===== src/rtl/snoop_bus_arbiter_rr.sv =====
// Round-robin snoop bus arbiter with one dead turnaround cycle between bus owners.
// Define SNOOP_ARB_TIMEOUT_EN to bound each tenure to MAX_HOLD grant cycles.
module snoop_bus_arbiter_rr #(
    parameter int unsigned NUM_REQ  = 4,
    parameter int unsigned MAX_HOLD = 16
) (
    input  logic               clk,
    input  logic               reset_n,
    input  logic [NUM_REQ-1:0] Bus_req,
    output logic [NUM_REQ-1:0] Bus_grant,
    output logic [1:0]         Grant_id,
    output logic               Bus_busy,
    output logic               Arb_timeout
);

    if (NUM_REQ != 4 || MAX_HOLD < 2) begin : g_param_check
        $error("snoop_bus_arbiter_rr: NUM_REQ must be 4 and MAX_HOLD at least 2");
    end

    typedef enum logic [1:0] {StIdle, StGrant, StTurn} state_e;

    state_e     state;
    logic [1:0] rr_ptr;
    logic [1:0] winner;
    logic       any_req;
    logic       hold_expired;

`ifdef SNOOP_ARB_TIMEOUT_EN
    localparam int unsigned HoldW = $clog2(MAX_HOLD);
    logic [HoldW-1:0] hold_cnt;
    assign hold_expired = (hold_cnt == HoldW'(MAX_HOLD - 1));
`else
    assign hold_expired = 1'b0;
    assign Arb_timeout  = 1'b0;
`endif

    assign any_req = |Bus_req;

    // Scan farthest-first so the requester closest to rr_ptr is the last (winning) assignment.
    always_comb begin
        winner = rr_ptr;
        for (int k = 3; k >= 0; k--) begin
            if (Bus_req[rr_ptr + 2'(k)]) begin
                winner = rr_ptr + 2'(k);
            end
        end
    end

    // Grant_id doubles as the owner register; it is only meaningful while Bus_busy is set.
    always_ff @(posedge clk or negedge reset_n) begin
        if (!reset_n) begin
            state     <= StIdle;
            rr_ptr    <= 2'd0;
            Bus_grant <= '0;
            Grant_id  <= 2'd0;
            Bus_busy  <= 1'b0;
`ifdef SNOOP_ARB_TIMEOUT_EN
            hold_cnt    <= '0;
            Arb_timeout <= 1'b0;
`endif
        end else begin
`ifdef SNOOP_ARB_TIMEOUT_EN
            Arb_timeout <= 1'b0;
`endif
            unique case (state)
                StIdle, StTurn: begin
                    if (any_req) begin
                        state     <= StGrant;
                        Bus_grant <= NUM_REQ'(1) << winner;
                        Grant_id  <= winner;
                        Bus_busy  <= 1'b1;
`ifdef SNOOP_ARB_TIMEOUT_EN
                        hold_cnt  <= '0;
`endif
                    end else begin
                        state     <= StIdle;
                        Bus_grant <= '0;
                        Bus_busy  <= 1'b0;
                    end
                end
                StGrant: begin
                    if (!Bus_req[Grant_id] || hold_expired) begin
                        state     <= StTurn;
                        Bus_grant <= '0;
                        Bus_busy  <= 1'b0;
                        rr_ptr    <= Grant_id + 2'd1;
`ifdef SNOOP_ARB_TIMEOUT_EN
                        Arb_timeout <= Bus_req[Grant_id];
`endif
                    end
`ifdef SNOOP_ARB_TIMEOUT_EN
                    else begin
                        hold_cnt <= hold_cnt + 1'b1;
                    end
`endif
                end
                default: begin
                    state     <= StIdle;
                    Bus_grant <= '0;
                    Bus_busy  <= 1'b0;
                end
            endcase
        end
    end

endmodule


===== config.mk =====
export PLATFORM = sky130hd
export DESIGN_NAME = snoop_bus_arbiter_rr
export DESIGN_NICKNAME = d
export VERILOG_FILES = /design/src/rtl/snoop_bus_arbiter_rr.sv
export SDC_FILE = /design/constraint.sdc
export NUM_CORES = 1
export LEC_CHECK = 0
export CAP_MARGIN = 15
export CORE_UTILIZATION = 34
export DETAILED_ROUTE_END_ITERATION = 10
export PLACE_DENSITY_LB_ADDON = 0.15
export SKIP_LAST_GASP = 1
export SLEW_MARGIN = 20
export SYNTH_ARGS = -nofsm -noshare
export SYNTH_HDL_FRONTEND = slang
export SYNTH_SLANG_ARGS = --single-unit

===== constraint.sdc =====
create_clock -name clk -period 1.55 [get_ports clk]
set_clock_uncertainty 0.1 [all_clocks]
set_input_delay 0.155 -clock clk [delete_from_list [all_inputs] [get_ports clk]]
set_output_delay 0.155 -clock clk [all_outputs]
set_load 0.01 [all_outputs]

; Word-level counts from Yosys, hierarchy flattened
; Index checks and enable logic that the tools add are counted.
[classes]
add_sub_neg = 4
order_cmp = 5
n_eq_ne = 3
n_shift = 1
mux = 23
bitwise_logic = 1
reduce_logical = 5
[ops]
columns = operator, n
row1 = $lt 2x3->1 const B, 5
row2 = $bmux 1 s2, 5
row3 = $mux 2, 5
row4 = $mux 1, 8
row5 = $mux 4, 2
row6 = $pmux 4 s2, 1
row7 = $add 2x1->2 const B, 2
row8 = $add 2x2->2 const B, 2
row9 = $pmux 2 s2, 1
row10 = $reduce_and 2->1, 2
row11 = $reduce_or 4->1, 1
row12 = $shl 1x2->4 const A, 1
row13 = $eq 2x1->1 const B, 1
row14 = $eq 2x2->1 const B, 1
row15 = $logic_not 2->1, 1
row16 = $ne 2x2->1 const B, 1
row17 = $pmux 1 s2, 1
row18 = $reduce_or 2->1, 1
row19 = $not 1->1, 1
[word_totals]
register_bits = 11
input_bits = 6
out_inout_bits = 8
elab_cells = 47

; Logic depth before layout (Yosys ltp)
[logic_depth]
ltp_word = 10
depth_mapped = 5
depth_no_buf = 4

; Worst setup path after synthesis
; No wires, ideal clock.
[synth_path]
path_type = register to register
start = register Grant_id[1]
end = register state[0]
setup_time_ns = 0.124
arrival_ns = 1.483
t_required_ns = 1.326
setup_slack_ns = -0.157
path_stages_with_launch = 5
n_path_buf = 1
synth_period_minus_slack_ns = 1.707
cell_sequence = dfrtp_1 -> mux4_2 -> and3b_1 -> buf_2 -> or2_1
[synth_between]
elab_chain_len = 3
[synth_lines]
columns = element, line
row1 = "start, declared", 11  ; output logic [1:0] Grant_id,
row2 = "start signal, assigned", 70  ; Grant_id <= winner;
row3 = $bmux 1 s2, 82  ; if (!Bus_req[Grant_id] || hold_expired) begin
row4 = $mux 1 (not written as such), 82
row5 = $ne 2x2->1 (no line), --
row6 = "end signal, assigned", 76  ; state <= StIdle;
row7 = "end signal, assigned", 83  ; state <= StTurn;
row8 = "end signal, assigned", 98  ; state <= StIdle;
row9 = "end, declared", 22  ; state_e state;
; No other way between the ends. The select of a mux whose other input is x is not followed.
; A chain may end at the register's enable or synchronous reset.

; Worst setup path after layout
[layout_path]
start = register Grant_id[1]
end = register Bus_grant[3]
[layout_between]
elab_chain_len = 3
[layout_lines]
columns = element, line
row1 = $bmux 1 s2, 82
row2 = $mux 1 (not written as such), 82
row3 = $ne 2x2->1 (no line), --
row4 = "end signal, assigned", 69  ; Bus_grant <= NUM_REQ'(1) << winner;
row5 = "end, declared", 10  ; output logic [NUM_REQ-1:0] Bus_grant,
; No other way between the ends. The select of a mux whose other input is x is not followed.

==> impl_metrics.yaml <==
status:
  status: "finished, violations left"
  failed_checks: "setup timing"
routing:
  remaining_drc_errors: 0
  via_count: 493
  dr.pass1.iters: 4
  routed_wl_mm: 1.33
  routedWlPerCell_um: 13.9
  drtIter0Drc: 7
  vias_per_cell: 5.14
  ant_nets: 0
clock_tree:
  clk_pin_slew_worst_paths_ns: 0.07
  h-tree-depth: 1
  clk-insertion-delay-late_ns: 0.26
  clock_sinks: 11
  cts_buffers: 3
  cts_tree: "built"
  hold_buffers: 0
  cts_root_buf: "clkbuf_4"
  clock_path_buffers: 2
placed_design:
  gp_congestion: 0.806
  hpwl_mm: 1.00
  port_buffers: 12
die:
  die_area_um2: 1760
  row_count: 14
  die-height_um: 42.0
  io_pins: 14
  die_w_um: 42.0
  core_um2: 1510
  start_util: 0.360
critical_path:
  required_ns: 1.60
  worstSetupPathType: "register to register"
  worst_setup_path_end_kind: "register"
  crit_fanout: 6
  crit_path_start_kind: "register"
  crit_arrival_ns: 1.70
grt:
  antenna_found_initial: 0
  grt_pass1_wl_mm: 2.28
  grt_usage: 0.177
  grt_overflow: 0
  grt_pass1_vias: 518
  grt_max_degree: 12
logic_synthesis:
  syn-instance-count: 51
  synth_seq_cells: 11
  syn-num-nets: 57
  yosys_warnings: 0
  synth_area_um2: 543
  synth_area_per_cell_um2: 10.6
  synthDistinctLibCells: 26
  synth_top_area_frac: 0.507
  ys_seq_area_frac: 0.507
  synth_top_area_cell: "dfrtp_1"
  synth_area_leaders: "dfrtp_1, mux4_2, a32o_1"
final_layout:
  final_cell_mix: "buf_4, dfrtp_1, clkdlybuf4s50_1"
  drive_gt1_frac: 0.363
  nets: 87
  area_growth_pct: 58.3
  multi_input_area_um2: 283
  diodes: 0
  register_area_um2: 277
  nFillCells: 131
  final_common_cell: "buf_4"
pwr:
  cell_internal_pwr_w: 0.00108
  sequentialPowerShare: 0.317
  powerDensity_nw_per_um2: 1960
  ir_worst_vdd_uv: 977
  p_switching_w: 0.000601
  swShare: 0.357
  pwr-share-comb: 0.567
  p_leak_nw: 0.410
  clock_power_share: 0.116
timing:
  worst_slack_ns: -0.0956
  rsz0062_at_grt: "yes"
  min_period_over_period: 1.06
  fin_setup_tns_ns: -0.331
  whs_ns: 0.118
  maxSlewViolCount: 0
  fmax_mhz: 608
  final_hold_viol_count: 0
  fin_crit_ns: 1.65
  setup_viol: 6
run:
  maxCapViolations: 0
worst_hold_path:
  hp-class: "primary input to async pin"
==> worst max-delay path, stage by stage (launching register included) <==
cell and delay (ns):
dfrtp_2 0.39, mux4_2 0.55, and3b_2 0.28, a32o_1 0.21
==> Yosys cell counts <==
| master | count |
|---|---|
| buf_4 | 1 |
| buf_2 | 1 |
| nor3b_2 | 1 |
| nand2b_1 | 1 |
| a222oi_1 | 1 |
| o22a_1 | 1 |
| o21ai_0 | 1 |
| o31ai_1 | 2 |
| nor2_1 | 4 |
| or3b_1 | 1 |
| nor4_1 | 1 |
| nand2_1 | 4 |
| a21oi_1 | 3 |
| xnor2_1 | 1 |
| o311ai_0 | 1 |
| conb_1 | 1 |
| dfrtp_1 | 11 |
| o21a_1 | 1 |
| o22ai_1 | 3 |
| inv_1 | 4 |
| and3b_1 | 1 |
| or2_1 | 1 |
| mux2_2 | 1 |
| a32o_1 | 2 |
| nor2b_1 | 1 |
| mux4_2 | 1 |
==> sequential cells by signal (all words and copies together), names as in the netlist <==
| register | cells |
|---|---|
| Grant_id | 2 |
| state | 2 |
| Bus_grant | 4 |
| Bus_busy | 1 |
| rr_ptr | 2 |
==> timing repair <==
item,CTS,global route
endpoints found under the hold margin,0,0
buffers inserted,0,1
gates resized for setup,5,10
pin swaps,1,4
endpoints found under the setup margin,11,10
==> final cells by class <==
| cell class | instances | share of cell area |
|---|---|---|
| multi-input cells | 34 | 0.329 |
| flip-flops and latches | 11 | 0.322 |
| repair buffers | 27 | 0.278 |
| clock buffers | 4 | 0.0306 |
| well taps | 16 | 0.0233 |
| inverters | 4 | 0.0175 |
==> through the flow <==
step | power, W | worst slack, ns | util | instance area (um2) | cells
3_5_place_dp | 0.00138 | -0.350 | 0.516 | 777 | 91
3_3_place_gp | 0.00136 | -0.304 | 0.516 | 777 | 91
6_report | 0.00168 | -0.0956 | 0.571 | 860 | 96
4_1_cts | 0.00160 | -0.0922 | 0.537 | 808 | 95
5_1_grt | 0.00180 | -0.143 | 0.571 | 860 | 96
2_1_floorplan | 0.000925 | -0.105 | - | 544 | 51
==> routing by layer <==
metal / vias to the layer above / GRT usage / routed length (um)
met5: - / 0 / 0
met4: 0 / 0.0968 / 9
met3: 2 / 0.0261 / 34
met2: 8 / 0.291 / 674
met1: 240 / 0.222 / 613
li1: 243 / - / -
==> power by group through the flow <==
stage | Combinational (W) | Clock [W] | Sequential [W]
after floorplan | 0.000351 | 0 | 0.000574
after global placement | 0.000845 | 0 | 0.000518
after detailed placement | 0.000860 | 0 | 0.000523
after CTS | 0.000871 | 0.000202 | 0.000526
after global routing | 0.00103 | 0.000216 | 0.000552
final | 0.000953 | 0.000195 | 0.000533
==> path summary, 6_finish.rpt <==
check	startpoint	endpoint	slack [ns]	cells past startpoint
setup / recovery	Grant_id[1]	Bus_grant[3]	-0.1	3
hold / removal	reset_n	Bus_grant[0]	0.12	1
setup reg to reg	Grant_id[1]	Bus_grant[3]	-0.1	3
hold reg to reg	Bus_busy	Bus_busy	0.37	2
max in group asynchronous	reset_n	Grant_id[1]	0.87	1
min in group clk	Bus_busy	Bus_busy	0.37	2
==> cells by family after synthesis <==
logic type | count (synthesis) | share of synthesized area
and+or+nand+nor | 15 | 0.157
other | 1 | 0.00691
xor gates and xnor gates | 1 | 0.0161
DFF | 11 | 0.507
buffers and inverters | 6 | 0.0507
AOI/OAI and AO/OA | 15 | 0.200
muxes | 2 | 0.0622
Power figures use the tool's default switching activity.
==> RTL edit 1 (config.mk and constraints unchanged) <==
The option `SNOOP_ARB_TIMEOUT_EN` is turned on by a define.
--- a/src/rtl/snoop_bus_arbiter_rr.sv
+++ b/src/rtl/snoop_bus_arbiter_rr.sv
@@ -1,4 +1,6 @@
 // Round-robin snoop bus arbiter with one dead turnaround cycle between bus owners.
 // Define SNOOP_ARB_TIMEOUT_EN to bound each tenure to MAX_HOLD grant cycles.
+`define SNOOP_ARB_TIMEOUT_EN
+
 module snoop_bus_arbiter_rr #(
     parameter int unsigned NUM_REQ  = 4,
Check against the original RTL: same outputs for any inputs over 10 cycles, from zero or initial values and one cycle with reset_n low; that may be too few to reach the edited logic, so the function may still have changed.
==> RTL edit 1 against the unedited design <==
The run still ends with negative setup slack left; first-iteration DRC count down 14%; synthesized area up 48%; count of clock-buffer cells in the layout unchanged; hold slack worse by 0.045 ns; cell count up 35%; synthesized cell count up 53%; utilization down 8.8 points; power up 14%; critical endpoint is now hold_cnt[2]; routed wire length up 19%; combinational power down 0.8%; global-route usage down 3.3 points; setup slack better by 0.068 ns; design area up 24%; sequential cell count up 5; largest power group unchanged.
==> RTL edit 1: results (changes against the unedited design) <==
Routing:
- The wire length on met2 is 692 um (was 674 um).
- The via density per instance is 5.154 (was 5.135).
- The iteration count of the initial detailed-routing pass is 5 (was 4).
- The violation count after the first detailed-routing iteration is 6 (was 7).

Power and ir drop:
- The sequential power is 0.000682 W (was 0.000533 W).
- The leakage component of the power came to 0.4992 nW (was 0.4099 nW).
- The peak supply drop is 0.0008838 V (was 0.0009772 V).

Synth:
- The number of nets produced by synthesis is 85 (was 57).
- The distinct cell type count of the synthesized netlist is 29 (was 26).
- Most numerous cell types in the synthesized netlist: dfrtp_1, nand2_1, a21oi_1, nand3_1 (was dfrtp_1, inv_1, nand2_1, nor2_1).
- The cell count after synthesis is 78 (was 51).

Run status:
- Outcome: finished with violations (unchanged).
- Violated checks: negative setup slack (unchanged).

Worst setup path:
- The endpoint of the most critical setup path was hold_cnt[2] (was Bus_grant[3]).

Placed design:
- The final HPWL from detailed placement was 1211 um (was 1004 um).
- The post-place setup slack is -0.3864 ns (was -0.3499 ns).
- The global placer's final weighted congestion is 0.7211 (was 0.8060).
- The standard cell area after detailed placement is 1015 um^2 (was 777.0 um^2).
- The quantity of I/O buffers inserted on ports is 13 (was 12).

Clocking:
- The number of gates resized after cts is 3 (was 5).

Global routing:
- The global-route wire length before repair is 2677 um (was 2283 um).
- The maximum number of pins on one net before global-route repair came to 17 (was 12).
- The routing usage on met3 is 3.636% (was 2.609%).

Layout:
- The share of final-layout standard cells stronger than drive strength 1 is 22.55% (was 36.25%).
- The net count of the finished layout came to 110 (was 87).

Timing:
- The total setup violations reported at the end of the flow is 4 (was 6).
- The worst-case setup margin in the final layout is -0.02798 ns (was -0.09561 ns).
[RTL edit 1: cell types whose count changed after synthesis, sizes merged, moves of 3 or more]
| cell | before | now |
|---|---|---|
| dfrtp | 11 | 16 |
| nand2 | 4 | 10 |
| a21oi | 3 | 7 |
| nand3 | 0 | 6 |
| o21ai | 1 | 4 |
[RTL edit 1: cells by family after synthesis]
group	share of synthesized area (%)
mux	5.288
xor+xnor	1.089
buf+inv	2.955
compound gates	19.13
simple gates	20.22
fa+ha+maj	1.555
flops	49.77
[RTL edit 1: area by class of cell]
| type | instances | area [um^2] |
|---|---|---|
| Timing Repair Buffer | 22 | 200.2 |
| Multi-Input combinational cell | 58 | 387.9 |
| Clock buffer | 4 | 36.28 |
| Fill cell | 230 | 1144 |
| Sequential cell | 16 | 401.6 |
| Inverter | 2 | 7.507 |
| Tap cell | 28 | 35.03 |
==> RTL edit 2 (config.mk and constraints unchanged) <==
Made on the original files. Re-encode `state_e` (3 states) as one-hot, 3 bits wide.
--- a/src/rtl/snoop_bus_arbiter_rr.sv
+++ b/src/rtl/snoop_bus_arbiter_rr.sv
@@ -18,5 +18,5 @@
     end
 
-    typedef enum logic [1:0] {StIdle, StGrant, StTurn} state_e;
+    typedef enum logic [2:0] {StIdle = 3'b001, StGrant = 3'b010, StTurn = 3'b100} state_e;
 
     state_e     state;
Behaviour: same outputs for any inputs over 10 cycles, from zero or initial values and one cycle with reset_n low; not proved beyond that.
==> RTL edit 2 against the unedited design <==
The flow still finishes with violations (negative setup slack); routed wire length is 2.4% higher; synthesized area is 13% higher; design area is 10% higher; critical path depth is 2 higher; sequential cell count stayed put; count of clock-buffer cells in the layout stayed put; power is 7.5% higher; setup slack better by 0.019 ns; critical endpoint is now rr_ptr[1]; largest cell class unchanged.
==> RTL edit 2: results (changes against the unedited design) <==
Run status:
- Outcome: finished with violations (unchanged).
- Violated checks: negative setup slack (unchanged).

Placed design:
- The post-place setup slack is -0.4050 ns (was -0.3499 ns).
- The global placer's final weighted congestion is 0.7387 (was 0.8060).
- The number of instances in the placed design is 103 (was 91).

Worst setup path:
- The beginning of the worst register-to-register path is Grant_id[0] (was Grant_id[1]).
- The capture instance of the worst register-to-register path is rr_ptr[1] (was Bus_grant[3]).
- The worst-path maximum fanout is 5 (was 6).
- The arrival time reported for the critical path endpoint is 1.72 ns (was 1.70 ns).
- The depth of the most critical reg-to-reg path is 5 (was 3).

Synth:
- Synth area leaders: dfrtp_1, mux2_2, dfstp_2 (was dfrtp_1, mux4_2, a32o_1).
- The distinct cell type count of the synthesized netlist is 28 (was 26).
- The per-instance average area after synthesis came to 11.15 um^2 (was 10.65 um^2).
- The share of synthesized area occupied by flip-flops and latches came to 45.10% (was 50.69%).
- The share of the synthesized area in compound gates (AO/OA/AOI/OAI) is 17.14% (was 20.05%).
- The number of nets produced by synthesis is 61 (was 57).
- Most numerous cell types in the synthesized netlist: dfrtp_1, nand2_1, nor2b_1 (was dfrtp_1, inv_1, nand2_1, nor2_1).

Global routing:
- The global-route wire length before repair is 2277 um (was 2283 um).
- The via count of the first global-routing pass is 512 (was 518).
- The total track usage came to 16.34% (was 17.72%).

Timing:
- The final-layout setup total negative slack is -0.3302 ns (was -0.3308 ns).
- The worst-case setup margin in the final layout is -0.07660 ns (was -0.09561 ns).
- The total setup violations reported at the end of the flow is 7 (was 6).

Power and ir drop:
- The peak supply drop is 0.0009580 V (was 0.0009772 V).
- The leakage component of the power is 0.4134 nW (was 0.4099 nW).

Layout:
- The net count of the finished layout came to 94 (was 87).
- The final instance count without filler cells is 111 (was 96).
- The share of final-layout standard cells stronger than drive strength 1 was 39.08% (was 36.25%).

Routing:
- The number of vias in the routed layout is 536 (was 493).
- The met3 wire length is 45 um (was 34 um).
- The wire length on met2 came to 664 um (was 674 um).
- The average detailed-routed wire length per instance is 12.28 um (was 13.86 um).
- The sum of routed wire segments on met1 is 639 um (was 613 um).
## RTL edit 2: cell count changes after synthesis, moves of 2 or more
cell / unedited run / this run
a32o_1: 2 / 0
o21ai_1: 0 / 3
nand2_1: 4 / 6
nor2b_1: 1 / 4
mux2_2: 1 / 3
inv_1: 4 / 0
o22ai_1: 3 / 0
## RTL edit 2: through the flow
stage	hold slack (ns)	area (um^2)
finish	0.1157	945.9
global route	0.1617	945.9
CTS	0.1311	910.9
detailed placement	0.3675	860.8
global placement	0.3605	860.8
floorplan	-0.2406	620.6
## RTL edit 2: metal layers
| metal | vias up | global-route usage [%] |
|---|---|---|
| li1 | 271 | - |
| met1 | 252 | 20.20 |
| met4 | 0 | 10.30 |
| met5 | - | 0 |
| met2 | 11 | 25.59 |
| met3 | 2 | 3.673 |
## RTL edit 2: worst max-delay path, cell delays in order (launching register included)
cell	delay (ns)
dfrtp_2	0.37
mux4_2	0.54
nor4b_4	0.22
buf_4	0.17
nor2_1	0.04
a21oi_1	0.12
## RTL edit 2: kinds of logic (layout without fill, tap and decap cells)
group,after synthesis,count (layout)
AND/OR/NAND/NOR,21,21
AO/OA/AOI/OAI,15,15
buffers and inverters,1,33
other,1,1
multiplexers,4,4
XOR/XNOR,2,2
flip-flops,11,11
## RTL edit 2: how the worst max path moves through the flow
| stage | slack [ns] | start | cells after the start | endpoint |
|---|---|---|---|---|
| after floorplan | -0.08 | Grant_id[0] | 3 | Bus_busy |
| after global placement | -0.37 | Bus_req[1] | 4 | Bus_busy |
| after detailed placement | -0.40 | Bus_req[1] | 5 | rr_ptr[1] |
| after CTS | -0.1 | Grant_id[0] | 5 | rr_ptr[1] |
| after global routing | -0.17 | Grant_id[0] | 5 | rr_ptr[0] |
| final | -0.08 | Grant_id[0] | 5 | rr_ptr[1] |
## RTL edit 2: power breakdown
group	leakage, nW	internal (W)	switching (W)	total (W)
combinational	0.264	0.000641	0.000432	0.00107
clock	0.0150	0.0000995	0.0000987	0.000198
sequential	0.134	0.000431	0.000105	0.000536
total	0.413	0.00117	0.000636	0.00181
## RTL edit 2: area by class of cell
cell class                      instances  area (um^2)
Timing Repair Buffer                   29        246.5
Tap cell                               24        30.03
Sequential cell                        11        279.0
Fill cell                             132        648.1
Clock buffer                            4        26.28
Multi-Input combinational cell         43        364.1
## RTL edit 2: repair_timing
item                       in CTS  in global routing
gates cloned                    0                  0
buffers inserted                2                  2
resized for setup               6                  4
setup endpoints to repair      11                 12
